$ cat src/rtl/pipe_stage_chain.sv
// rtl/pipe_stage_chain.sv - N-stage pipeline register chain with stall/flush control and event counters
// Stage 0 is youngest, stage N_STAGES-1 drives out_*.

module pipe_evt_cnt #(
  parameter int CNT_W = 16
) (
  input  logic             clk,
  input  logic             rst,
  input  logic             clr,
  input  logic             evt,
  output logic [CNT_W-1:0] cnt
);

  always_ff @(posedge clk) begin
    if (rst || clr) begin
      cnt <= '0;
    end else if (evt && (cnt != {CNT_W{1'b1}})) begin
      cnt <= cnt + 1'b1;
    end
  end

endmodule

module pipe_stage_chain #(
  parameter int                N_STAGES   = 4,
  parameter int                DAT_W      = 32,
  parameter logic [DAT_W-1:0]  BUBBLE_DAT = 32'h0000_0013,
  parameter int                CNT_W      = 16
) (
  input  logic                      clk,
  input  logic                      rst,
  input  logic                      in_vld,
  output logic                      in_rdy,
  input  logic [DAT_W-1:0]          in_dat,
  input  logic [N_STAGES-1:0]       stall,
  input  logic [N_STAGES-1:0]       flush,
  output logic [N_STAGES-1:0]       stg_vld,
  output logic [N_STAGES*DAT_W-1:0] stg_dat,
  output logic                      out_vld,
  output logic [DAT_W-1:0]          out_dat,
  input  logic                      cnt_clr,
  output logic [CNT_W-1:0]          stall_cnt,
  output logic [CNT_W-1:0]          flush_cnt
);

  logic [N_STAGES-1:0] hold;
  logic [N_STAGES-1:0] kill;
  logic [N_STAGES-1:0] prev_hold;
  logic [N_STAGES-1:0] src_vld;
  logic [DAT_W-1:0]    src_dat [N_STAGES];
  logic [N_STAGES-1:0] vld_q;
  logic [DAT_W-1:0]    dat_q   [N_STAGES];

  // A stall or flush at stage k reaches every younger stage j <= k.
  genvar g;
  generate
    for (g = 0; g < N_STAGES; g++) begin : g_ctl
      assign hold[g] = |(stall >> g);
      assign kill[g] = |(flush >> g);
      assign stg_dat[g*DAT_W +: DAT_W] = dat_q[g];
      if (g == 0) begin : g_head
        assign prev_hold[g] = 1'b0;
        assign src_vld[g]   = in_vld;
        assign src_dat[g]   = in_vld ? in_dat : BUBBLE_DAT;
      end else begin : g_body
        assign prev_hold[g] = hold[g-1];
        assign src_vld[g]   = vld_q[g-1];
        assign src_dat[g]   = dat_q[g-1];
      end
    end
  endgenerate

  // Priority per stage: kill, hold, bubble behind a stall, advance.
  always_ff @(posedge clk) begin
    for (int j = 0; j < N_STAGES; j++) begin
      if (rst || kill[j]) begin
        vld_q[j] <= 1'b0;
        dat_q[j] <= BUBBLE_DAT;
      end else if (hold[j]) begin
        vld_q[j] <= vld_q[j];
        dat_q[j] <= dat_q[j];
      end else if (prev_hold[j]) begin
        vld_q[j] <= 1'b0;
        dat_q[j] <= BUBBLE_DAT;
      end else begin
        vld_q[j] <= src_vld[j];
        dat_q[j] <= src_dat[j];
      end
    end
  end

  assign in_rdy  = ~hold[0];
  assign stg_vld = vld_q;
  assign out_vld = vld_q[N_STAGES-1];
  assign out_dat = dat_q[N_STAGES-1];

  pipe_evt_cnt #(.CNT_W(CNT_W)) u_stall_cnt (
    .clk (clk),
    .rst (rst),
    .clr (cnt_clr),
    .evt (|stall),
    .cnt (stall_cnt)
  );

  pipe_evt_cnt #(.CNT_W(CNT_W)) u_flush_cnt (
    .clk (clk),
    .rst (rst),
    .clr (cnt_clr),
    .evt (|flush),
    .cnt (flush_cnt)
  );

endmodule
$ cat config.mk
export PLATFORM = sky130hd
export DESIGN_NAME = pipe_stage_chain
export DESIGN_NICKNAME = d
export VERILOG_FILES = /design/src/rtl/pipe_stage_chain.sv
export SDC_FILE = /design/constraint.sdc
export NUM_CORES = 1
export LEC_CHECK = 0
export BUFFER_PORTS_ARGS = -buffer_cell sky130_fd_sc_hd__clkbuf_2
export CAP_MARGIN = 5
export CORE_UTILIZATION = 50
export CTS_CLUSTER_SIZE = 24
export DETAILED_ROUTE_END_ITERATION = 8
export PLACE_DENSITY = 0.89
export SLEW_MARGIN = 10
export SYNTH_ARGS = -nofsm -noshare
export SYNTH_HDL_FRONTEND = slang
export SYNTH_SLANG_ARGS = --single-unit
$ cat constraint.sdc
create_clock -name clk -period 2.35 [get_ports clk]
set_input_delay 0.1175 -clock clk [delete_from_list [all_inputs] [get_ports clk]]
set_output_delay 0.1175 -clock clk [all_outputs]
set_load 0.1 [all_outputs]
==> summary.md, run 1 <==
| Metric | Value |
|---|---|
| Vias in the first global route | `roughly 4.7k` |
| Detailed Route Iter0 Violations | `302` |
| TritonRoute pass-1 iters | `5` |
| Met2 Use GR | `0.3735` |
| Setup violations, final | `0` |
| Register area share after synthesis | `0.6646` |
| Total GRT Usage | `0.2279` |
| Worst hold slack | `0.04263 ns` |
| Most frequent cells in the layout | `clkbuf_2, edfxtp_1, and2_1` |
| Top-area cell type share of the netlist area | `0.5597` |
| Drt total wl | `15720 um` |
| Netlist Area Pre-Place | `6868 um2` |
| Rel. slew slack | `0.4921` |
| Asr flop ratio synth | `0` |
| Post-synthesis cell type count | `48` |
| Synth warn | `0` |
| Met1 usage | `0.2750` |
| Min-delay src | `stall[3]` |
| Post-Syn Nets | `579` |
| Drt drc | `0` |
| Post-synthesis register bit count | `164` |
| Fin nets | `828` |
| Largest net degree at the start of global routing | `34` |
| CP bufs+invs | `0` |
| Worst hold path type | `input pin to flip-flop` |
| Max stage delay on crit path | `0.56 ns` |
| Crit path time final | `a little under 2 ns` |
| Hold Path Stages | `2` |
| Reg2Reg Capture Point | `u_stall_cnt.cnt[14]` |
| Vias per cell | `5.188` |
| Cell family with most CP delay | `simple AND/OR/NAND/NOR gates` |
| Slew Viols, Final | `0` |
| FF-to-FF setup slack | `approximately 0.36 ns` |
| First-pass GRT wire length | `roughly 24000 um` |
| Per-cell routed wire length | `16.19 um` |
| Maximum vdd drop | `0.0005075 V` |
| Final worst slack | `between 0.3 and 0.4 ns` |
| # resized after CTS | `0` |
| Synth top area cells | `edfxtp_1, and2_1, dfxtp_1` |
| Outcome | `finished clean` |
| Post-CTS Setup Repair Bufs | `0` |
| RSZ-0062 raised after global routing | `no` |
| Pwr Density | `765.2 nW/um2` |
| Maximum clock rate | `502.9 MHz` |
| Number of port buffers | `241` |
| Worst-path cell with the longest stage delay | `or4_4` |
| Ant diodes | `0` |
| CP max FO | `8` |
| GRT met3 Usage | `0.05651` |
| GP Congestion | `0.9349` |
| Via count | `5038` |
| Leading area contributor after synthesis | `edfxtp_1` |
| Die Y | `119.2 um` |
| Dpl ws | `0.3422 ns` |
| Grt peak-use layer | `met2` |
| Final Cycle Share | `0.8462` |
| Starting Density | `0.5166` |
| Required time of the critical path | `2.69 ns` |
| Chip Width | `approximately 120 um` |
| Fraction of layout cells with a size suffix above 1 | `0.4000` |
| Final hold vios | `0` |
| Syn avg cell area | `12.89 um2` |
| H-tree depth | `4` |
| Hold endpoint | `stg_vld[3]` |
| Rows | `42` |
| Cts bufs inserted | `17` |
| Synth-to-layout area growth | `31.08%` |
| CP endpoint kind | `flip-flop` |
| Die area | `14210 um2` |
| Aggregate global routing overflow | `0` |
| Antenna-violating nets left | `0` |
| Clk sinks | `164` |
| Clock Pin Slew Worst Setup and Hold Paths | `0.07 ns` |
| CP arrival | `2.33 ns` |
| Predominant post-synthesis flop cell | `edfxtp_1` |
| Core Area | `13300 um2` |
| Max-Cap Viols | `0` |
| Root cell of the clock tree | `clkbuf_16` |
| Post-synth EDFFs | `128` |
| Fill cell count | `a little under 1k` |
| CP Class | `flip-flop to flip-flop` |
| Worst R2R Start | `u_stall_cnt.cnt[0]` |
| Worst reg2reg path depth | `5` |
| Commonest non-fill, non-tap cell in the layout | `clkbuf_2` |
| Ports | `roughly 240` |
| Static Leakage | `3.915 nW` |
| Syn Inst Count | `between 500 and 600` |
| Critical-path cell list | `ha_1 -> nand3_1 -> or4_4 -> or3_1 -> a21oi_1` |
| Worst-Skew Late Latency | `0.43 ns` |
| Dpl hpwl | `11210 um` |
| Startpoint types | `flip-flop` |
| Worst-Margin Slew | `about 0.75 ns` |
| Longest Clk Path Bufs | `2` |
| Initial antenna violation count | `0` |
| CTS tree | `yes` |
| Worst Skew | `0.008593 ns` |
[state kept, by name (all words and copies together) (netlist names)]
| register | cells |
|---|---|
| stg_vld | 4 |
| u_flush_cnt.cnt | 16 |
| u_stall_cnt.cnt | 16 |
| dat_q | 128 |
[report_power, final]
group	switching (mW)	total [mW]	internal (mW)
clock	1.13	2.81	1.68
combinational	0.734	0.868	0.134
sequential	0.0417	3.21	3.17
[synth_stat cells (2+ instances only)]
| master | number |
|---|---|
| clkbuf_1 | 14 |
| a211oi_1 | 2 |
| nand4_1 | 10 |
| or2_2 | 3 |
| buf_6 | 3 |
| and3_1 | 2 |
| nand2_1 | 22 |
| or2b_1 | 3 |
| nand3b_1 | 2 |
| a32o_1 | 2 |
| o31ai_1 | 7 |
| inv_1 | 7 |
| nor2_1 | 11 |
| or3_1 | 19 |
| dfxtp_1 | 36 |
| o21ai_0 | 13 |
| or4_1 | 8 |
| a31oi_1 | 5 |
| and4_1 | 3 |
| buf_2 | 2 |
| nor4_2 | 2 |
| or4_4 | 2 |
| edfxtp_1 | 128 |
| o41ai_1 | 3 |
| nor4_1 | 8 |
| nand2b_1 | 8 |
| buf_4 | 34 |
| nand3_1 | 11 |
| and2_1 | 116 |
| a21oi_1 | 18 |
| a41o_1 | 2 |
| o21bai_1 | 2 |
| ha_1 | 2 |
| mux2i_1 | 2 |
| nor3_1 | 8 |
[cell type report]
| cell class | count | area, um2 | share of cell area |
|---|---|---|---|
| Clock buffer | 17 | 425.4 | 0.04726 |
| Inverter | 8 | 30.03 | 0.003336 |
| Sequential cell | 164 | 4592 | 0.5101 |
| Multi-Input combinational cell | 307 | 1929 | 0.2143 |
| Clock inverter | 15 | 181.4 | 0.02015 |
| Tap cell | 176 | 220.2 | 0.02446 |
| Timing Repair Buffer | 284 | 1624 | 0.1804 |
[how the worst max path moves through the flow]
stage | startpoint | to | slack, ns | cells after the start
after floorplan | u_stall_cnt.cnt[2] | u_stall_cnt.cnt[14] | -0.002 | 4
after global placement | stall[3] | dat_q[1][0] | 0.38 | 5
after detailed placement | stall[3] | dat_q[1][0] | 0.34 | 5
after CTS | u_stall_cnt.cnt[0] | u_stall_cnt.cnt[14] | 0.38 | 5
after global routing | u_stall_cnt.cnt[0] | u_stall_cnt.cnt[14] | 0.26 | 5
final | u_stall_cnt.cnt[0] | u_stall_cnt.cnt[14] | 0.36 | 5
[repair_timing]
| action | 4_1_cts | 5_1_grt |
|---|---|---|
| hold buffers | 33 | 0 |
| setup endpoints to repair | 0 | 0 |
| endpoints found under the hold margin | 33 | 0 |
[cell families (layout without fill, tap and decap cells)]
group                      after synthesis  count (layout)  share of synthesized area
muxes                                    2               2                   0.002915
adders and majority gates                2               2                   0.003643
AOI/OAI and AO/OA                       61              61                    0.05757
DFF                                    164             164                     0.6646
buffers and inverters                   62             324                    0.05611
and+or+nand+nor                        242             242                     0.2152
[layer usage]
| layer | vias up | wire length (um) |
|---|---|---|
| li1 | 2415 | - |
| met1 | 2334 | 6535 |
| met2 | 242 | 7680 |
| met3 | 47 | 851 |
| met4 | 0 | 655 |
| met5 | - | 0 |
[per-stage QoR]
step	setup TNS [ns]	instance area [um2]	total power, mW	instances	util
detailed placement	0	8065	4.097	906	0.6066
global route	0	9002	7.092	971	0.6771
floorplan	-0.002458	6897	3.973	533	-
global placement	0	8065	4.090	906	0.6066
CTS	0	9002	6.937	971	0.6771
finish	0	9002	6.888	971	0.6771
[worst reg2reg max path: stages (launching register included)]
cell and delay [ns]:
dfxtp_2 0.39, ha_1 0.29, nand3_1 0.17, or4_4 0.56
or3_1 0.35, a21oi_1 0.14
(Power assumes the default switching activity.)
==> run 2, diff against run 1 <==
ABC_AREA = 1   (was unset)
CORE_UTILIZATION = 46   (was 50)
PLACE_DENSITY = 0.86   (was 0.89)
clock period = 1.7 ns   (was 2.35 ns; I/O delays follow)
==> summary.md, run 2 <==
| Metric | Value |
|---|---|
| Outcome | `finished clean` |
| Register area share after synthesis | `0.6255 (-0.03909)` |
| CP endpoint kind | `flip-flop` |
| Non-Filler Instances | `1258 (+30%)` |
| RSZ-0062 raised after global routing | `no` |
| Post-synthesis register bit count | `164 (unchanged)` |
| Logic gate share of total power | `0.134 (+0.008)` |
| CP Class | `flip-flop to flip-flop` |
| TritonRoute pass-1 iters | `5 (unchanged)` |
| Setup violations, final | `0 (unchanged)` |
| Top-area cell type share of the netlist area | `0.5267 (-0.03292)` |
| Most frequent cells in the layout | `clkbuf_2, nor2_1, inv_1` |
| # resized after CTS | `0 (unchanged)` |
| Post-Syn Nets | `830 (+43%)` |
| Worst reg2reg path depth | `8 (+3)` |
| Net switching power | `2.539 mW (+33%)` |
| First-pass GRT wire length | `27060 um (+11%)` |
| Utilization after layout | `0.6181 (-0.05898)` |
| Starting Density | `0.4765 (-0.04009)` |
| H-tree depth | `4 (unchanged)` |
| Core Area | `15310 um2 (+15%)` |
| Most frequent cell after synthesis | `nor2_1` |
| Final worst slack | `0.1927 ns (-0.1688 ns)` |
| Top reg by flops | `dat_q` |
| CP max FO | `14 (+6)` |
| Static Leakage | `4.228 nW (+8.0%)` |
| Netlist Area Pre-Place | `7297 um2 (+6.2%)` |
| Vias per cell | `4.606 (-11%)` |
| Syn Inst Count | `784 (+47%)` |
| Clk sinks | `164 (unchanged)` |
| Worst hold slack | `0.01503 ns (-0.02760 ns)` |
| Dpl ws | `0.2202 ns (-0.1220 ns)` |
| Rows | `45 (+7.1%)` |
| Placed Instances | `1199 (+32%)` |
| Largest net degree at the start of global routing | `34 (unchanged)` |
| Leading registers by flop count | `dat_q x128, u_flush_cnt.cnt x16, u_stall_cnt.cnt x16` |
| Number of port buffers | `241 (unchanged)` |
| Hold-fix buffers, CTS | `28 (-15%)` |
| GP Congestion | `0.8711 (-6.8%)` |
| CP arrival | `1.80 ns (-0.53 ns)` |
| Post-CTS Setup Repair Bufs | `0 (unchanged)` |
| Die area | `16370 um2 (+15%)` |
| Reg2Reg Capture Point | `u_flush_cnt.cnt[9]` |
| Maximum clock rate | `663.4 MHz (+32%)` |
| Ant diodes | `0 (unchanged)` |
| Clock Pin Slew Worst Setup and Hold Paths | `0.06 ns (about the same)` |
| Worst setup path end | `u_flush_cnt.cnt[9]` |
| Cts bufs inserted | `17 (unchanged)` |
| Synth-to-layout area growth | `29.73%` |
| Total GRT Usage | `0.2163 (-0.01154)` |
| Switching part of the total | `0.2794 (+0.002234)` |
| Rel. slew slack | `0.6059 (+0.1137)` |
| Chip Width | `128.0 um (+7.3%)` |
| Leading area contributor after synthesis | `edfxtp_1` |
| Required time of the critical path | `1.99 ns (-0.70 ns)` |
| Fin nets | `1081 (+31%)` |
| Die Y | `128.0 um (+7.3%)` |
| Largest register FFs | `128 (unchanged)` |
| Predominant post-synthesis flop cell | `edfxtp_1` |
| Longest Clk Path Bufs | `2 (unchanged)` |
| Syn avg cell area | `9.307 um2 (-28%)` |
| Worst Skew | `0.007195 ns (-0.001398 ns)` |
| Post-synth EDFFs | `128 (unchanged)` |
| Clock share of power | `0.379 (-0.029)` |
| Setup TNS | `0 ns (unchanged)` |
| Root cell of the clock tree | `clkbuf_16` |
| Crit path time final | `1.507 ns (-0.4812 ns)` |
| Max-Cap Viols | `0 (unchanged)` |
| Initial antenna violation count | `0 (unchanged)` |
| Worst R2R Start | `u_flush_cnt.cnt[0]` |
| Drt total wl | `17660 um (+12%)` |
| Antenna-violating nets left | `0 (unchanged)` |
| P_int | `6.549 mW (+32%)` |
| Worst-Skew Late Latency | `0.40 ns (-0.03 ns)` |
| Drt drc | `0 (unchanged)` |
| Final hold vios | `0 (unchanged)` |
| Top cells by count, synth | `nor2_1, inv_1, edfxtp_1` |
| Startpoint types | `flip-flop` |
| Post-synthesis cell type count | `25 (-48%)` |
| Aggregate global routing overflow | `0 (unchanged)` |
| Beginning of the critical path | `u_flush_cnt.cnt[0]` |
| Fraction of layout cells with a size suffix above 1 | `0.3352 (-0.06476)` |
| Pwr Density | `959.9 nW/um2 (+25%)` |
| Via count | `5794 (+15%)` |
| Synth top area cells | `edfxtp_1, nor2_1, dfxtp_1` |
| Synth warn | `0 (unchanged)` |
| Maximum vdd drop | `0.0006067 V (+20%)` |
| Final Cycle Share | `0.8866 (+0.04047)` |
| CTS tree | `yes` |
| Sequential power share | `0.487 (+0.021)` |
| Asr flop ratio synth | `0 (unchanged)` |
| Commonest non-fill, non-tap cell in the layout | `clkbuf_2` |
| Worst hold path type | `input pin to flip-flop` |
| Detailed Route Iter0 Violations | `354 (+17%)` |
| FF-to-FF setup slack | `0.19 ns (-0.17 ns)` |
| Ports | `242 (unchanged)` |
| Worst-Margin Slew | `0.5937 ns (-0.1611 ns)` |
| Dpl hpwl | `13020 um (+16%)` |
| Slew Viols, Final | `0 (unchanged)` |
| Vias in the first global route | `5356 (+15%)` |
| Per-cell routed wire length | `14.03 um (-13%)` |
==> run 2: layout make-up <==
type	count	area [um2]
multi-input cells	406	1797
fillers	1286	5848
well taps	211	264.0
clock inverters	11	88.84
inverters	163	611.8
flip-flops and latches	164	4614
repair buffers	283	1654
clock buffers	20	436.7
==> run 2: layer usage <==
layer | track usage | wire (um) | vias up
met1 | 0.2706 | 7558 | 2612
met2 | 0.3571 | 8544 | 241
met4 | 0.1246 | 825 | 0
met3 | 0.03506 | 727 | 48
met5 | 0 | 0 | -
li1 | - | - | 2893
==> run 2: worst max-delay path: stages, from the launching register on <==
cell and delay [ns]:
dfxtp_4 0.36, ha_1 0.19, nand3_2 0.12, nor2_2 0.19, nand3_2 0.25, nand2_1 0.13, nand2_1 0.05, nand2_1 0.06
nor2_1 0.04
==> run 2: worst min-delay path by stage <==
stage	endpoint	slack, ns	from	cells after the start
3_5_place_dp	dat_q[0][0]	0.35	in_dat[0]	2
2_1_floorplan	stg_vld[3]	0.23	stall[3]	2
6_report	dat_q[0][2]	0.02	in_dat[2]	3
4_1_cts	dat_q[0][30]	0.0002	in_dat[30]	3
5_1_grt	dat_q[0][2]	0.01	in_dat[2]	3
3_3_place_gp	dat_q[0][1]	0.35	in_dat[1]	2
==> run 2: cell families (layout without fill, tap and decap cells) <==
group	after synthesis	in the layout	synth area share
AO/OA/AOI/OAI	30	30	0.02143
adder cells (fa/ha/maj)	2	2	0.003429
buffers and inverters	214	477	0.1305
flip-flops	164	164	0.6255
AND/OR/NAND/NOR	374	374	0.2191
==> run 2: power groups by stage <==
stage	sequential, mW	combinational (mW)	clock, mW
finish	4.43	1.21	3.45
global route	4.44	1.26	3.66
CTS	4.43	1.21	3.48
detailed placement	4.51	1.16	0
global placement	4.51	1.15	0
floorplan	5.13	0.359	0
==> run 2: stage by stage <==
| step | instance area (um2) | total power, mW |
|---|---|---|
| after floorplan | 7356 | 5.488 |
| after global placement | 8661 | 5.662 |
| after detailed placement | 8661 | 5.674 |
| after CTS | 9467 | 9.122 |
| after global routing | 9467 | 9.352 |
| final | 9467 | 9.087 |
==> run 3, diff against run 2 <==
PLACE_DENSITY = 0.85   (was 0.86)
RECOVER_POWER = 25   (was unset)
SYNTH_HIERARCHICAL = 1   (was unset)
==> summary.md, run 3 <==
| Metric | Value |
|---|---|
| Post-Synth Simple-Gate Area | `0.2361 (+0.01693)` |
| Top cells by count, synth | `nor2_1, inv_1, edfxtp_1` |
| Netlist Area Pre-Place | `7521 um2 (+3.1%)` |
| Initial antenna violation count | `0 (unchanged)` |
| Post-synthesis adder-cell area fraction | `0.003327 (-0.0001021)` |
| Starting Density | `0.4717 (-0.004724)` |
| Predominant post-synthesis flop cell | `edfxtp_1` |
| H-tree depth | `4 (unchanged)` |
| Most frequent cell after synthesis | `nor2_1` |
| CP arrival | `1.92 ns (+0.12 ns)` |
| Aggregate global routing overflow | `0 (unchanged)` |
| Worst-Skew Late Latency | `0.42 ns (+0.02 ns)` |
| Hold Path Stages | `3 (unchanged)` |
| GP Congestion | `0.8833 (+1.4%)` |
| Die Y | `129.9 um (+1.5%)` |
| CP endpoint kind | `flip-flop` |
| Required time of the critical path | `2.05 ns (+0.06 ns)` |
| Total GRT Usage | `0.2047 (-0.01159)` |
| Per-cell routed wire length | `13.46 um (-4.1%)` |
| Worst hold path type | `input pin to flip-flop` |
| Largest net degree at the start of global routing | `33 (-2.9%)` |
| Cell family with most CP delay | `simple AND/OR/NAND/NOR gates` |
| Post-CTS Setup Repair Bufs | `0 (unchanged)` |
| Setup violations, final | `0 (unchanged)` |
| Static Leakage | `4.292 nW (+1.5%)` |
| Post-synthesis register bit count | `164 (unchanged)` |
| Post-synthesis mux area share | `0 (unchanged)` |
| Critical-path cell list | `ha_1 -> nand2_1 -> nor2_2 -> nand4_2 -> nand3_1 -> nand2_1 -> nor2_1` |
| Pwr Density | `1003 nW/um2 (+4.5%)` |
| Synth-to-layout area growth | `28.23%` |
| Rows | `46 (+2.2%)` |
| Worst Skew | `0.006249 ns (-0.0009456 ns)` |
| Utilization after layout | `0.6049 (-0.01321)` |
| Compound-cell area share of the yosys netlist | `0.02096 (-0.0004719)` |
| Post-Syn Nets | `814 (-1.9%)` |
| TritonRoute pass-1 iters | `4 (-1)` |
| Drt total wl | `16840 um (-4.6%)` |
| Core Area | `15940 um2 (+4.1%)` |
| Outcome | `finished clean` |
| Dpl hpwl | `12340 um (-5.2%)` |
| Max-Cap Viols | `0 (unchanged)` |
| Synth warn | `6 (+6)` |
| Final hold vios | `0 (unchanged)` |
| Root cell of the clock tree | `clkbuf_16` |
| Fraction of layout cells with a size suffix above 1 | `0.3498 (+0.01451)` |
| CP Class | `flip-flop to flip-flop` |
| Worst-Margin Slew | `0.7978 ns (+0.2041 ns)` |
| Number of port buffers | `241 (unchanged)` |
| Die area | `16860 um2 (+3.0%)` |
| Syn avg cell area | `9.793 um2 (+5.2%)` |
| CP max FO | `12 (-2)` |
| Asr flop ratio synth | `0 (unchanged)` |
| Crit. path cell count | `7 (-1)` |
| Detailed Route Iter0 Violations | `318 (-10%)` |
| Main combinational cell family by area after synthesis | `simple AND/OR/NAND/NOR gates` |
| Final worst slack | `0.1351 ns (-0.05764 ns)` |
| Worst-path cell with the longest stage delay | `dfxtp_4` |
| Setup TNS | `0 ns (unchanged)` |
| Drt drc | `0 (unchanged)` |
| Top-area cell type share of the netlist area | `0.5111 (-0.01569)` |
| Cts bufs inserted | `17 (unchanged)` |
| Max stage delay on crit path | `0.37 ns (about the same)` |
| Maximum vdd drop | `0.0006814 V (+12%)` |
| Fill cell count | `1309 (+1.8%)` |
| Most common cell on crit path | `nand2_1` |
| RSZ-0062 raised after global routing | `no` |
| Fin nets | `1069 (-1.1%)` |
| Longest Clk Path Bufs | `2 (unchanged)` |
| Startpoint types | `flip-flop` |
| Post-synth EDFFs | `128 (unchanged)` |
| # resized after CTS | `0 (unchanged)` |
| Worst reg2reg path depth | `7 (-1)` |
| Top reg by flops | `dat_q` |
| Crit path time final | `1.565 ns (+0.05764 ns)` |
| CP bufs+invs | `0 (unchanged)` |
| Via count | `5657 (-2.4%)` |
| Most frequent cells in the layout | `clkbuf_2, nor2_1, inv_1` |
| Ant diodes | `0 (unchanged)` |
| CTS tree | `yes` |
| Leading area contributor after synthesis | `edfxtp_1` |
| Ports | `242 (unchanged)` |
| Maximum clock rate | `639.0 MHz (-3.7%)` |
| Dpl ws | `0.1988 ns (-0.02142 ns)` |
| First-pass GRT wire length | `25760 um (-4.8%)` |
| Synth Area in XOR/XNOR | `0 (unchanged)` |
| Clock Pin Slew Worst Setup and Hold Paths | `0.06 ns (about the same)` |
| Synth top area cells | `edfxtp_1, dfxtp_1, nor2_1` |
| Slew Viols, Final | `0 (unchanged)` |
| Post-synthesis cell type count | `27 (+8.0%)` |
| Rel. slew slack | `0.4681 (-0.1377)` |
| Register area share after synthesis | `0.6069 (-0.01863)` |
| Largest register FFs | `128 (unchanged)` |
| Clk sinks | `164 (unchanged)` |
| Vias in the first global route | `5139 (-4.1%)` |
| Leading registers by flop count | `dat_q x128, u_flush_cnt/cnt x16, u_stall_cnt/cnt x16` |
| Vias per cell | `4.522 (-1.8%)` |
| Final Cycle Share | `0.9205 (+0.03390)` |
| Antenna-violating nets left | `0 (unchanged)` |
| Commonest non-fill, non-tap cell in the layout | `clkbuf_2` |
| Syn Inst Count | `768 (-2.0%)` |
| Chip Width | `129.9 um (+1.5%)` |
[run 3: layout make-up]
type,instances,area (um2),share of cell area
multi-input cells,394,1918,0.1989
well taps,216,270.3,0.02802
flip-flops and latches,164,4614,0.4785
clock buffers,18,429.2,0.04450
inverters,161,604.3,0.06266
repair buffers,285,1619,0.1679
clock inverters,13,188.9,0.01959
[run 3: what timing repair did]
item	CTS	global route
setup endpoints to repair	0	2
endpoints found under the hold margin	33	0
hold buffers	37	0
[run 3: routing by layer]
| layer | part of all wire | GRT usage |
|---|---|---|
| met4 | 0.055 | 0.1259 |
| met2 | 0.49 | 0.3341 |
| met1 | 0.41 | 0.2421 |
| met3 | 0.043 | 0.05494 |
| met5 | 0 | 0 |
[run 3: logic make-up (layout without fill, tap and decap cells)]
| group | after synthesis | count (layout) |
|---|---|---|
| flip-flops | 164 | 164 |
| AND/OR/NAND/NOR | 363 | 363 |
| buffers and inverters | 210 | 477 |
| adder cells (fa/ha/maj) | 2 | 2 |
| AO/OA/AOI/OAI | 29 | 29 |
[run 3: where the power goes]
part | internal [mW] | total [mW] | leakage (nW) | switching, mW
logic | 0.192 | 1.22 | 2.21 | 1.03
registers | 4.37 | 4.42 | 1.78 | 0.0518
clock network | 2.57 | 4.03 | 0.298 | 1.46
total | 7.13 | 9.67 | 4.29 | 2.54
[run 3: worst paths after layout]
check                     start                 end  slack (ns)
max reg2reg  u_stall_cnt/cnt[1]  u_stall_cnt/cnt[9]        0.14
min reg2reg          stg_vld[1]          stg_vld[2]        0.47
min                  in_dat[26]        dat_q[0][26]        0.01
max          u_stall_cnt/cnt[1]  u_stall_cnt/cnt[9]        0.14
[run 3: tightest hold or removal path: cells and delay by family]
family,cells,cell delay [ns]
AND/OR/NAND/NOR,1,0.09
buffers and inverters,2,0.14
[run 3: per-stage QoR]
step           cells  instance area [um2]  power (mW)  hold slack [ns]
2_1_floorplan    768                 7571       5.507           0.2269
3_3_place_gp    1185                 8758       5.675           0.3670
3_5_place_dp    1185                 8758       5.686           0.3661
4_1_cts         1253                 9747       9.746        0.0003242
5_1_grt         1251                 9644       9.961         0.008919
6_report        1251                 9644       9.675          0.01474
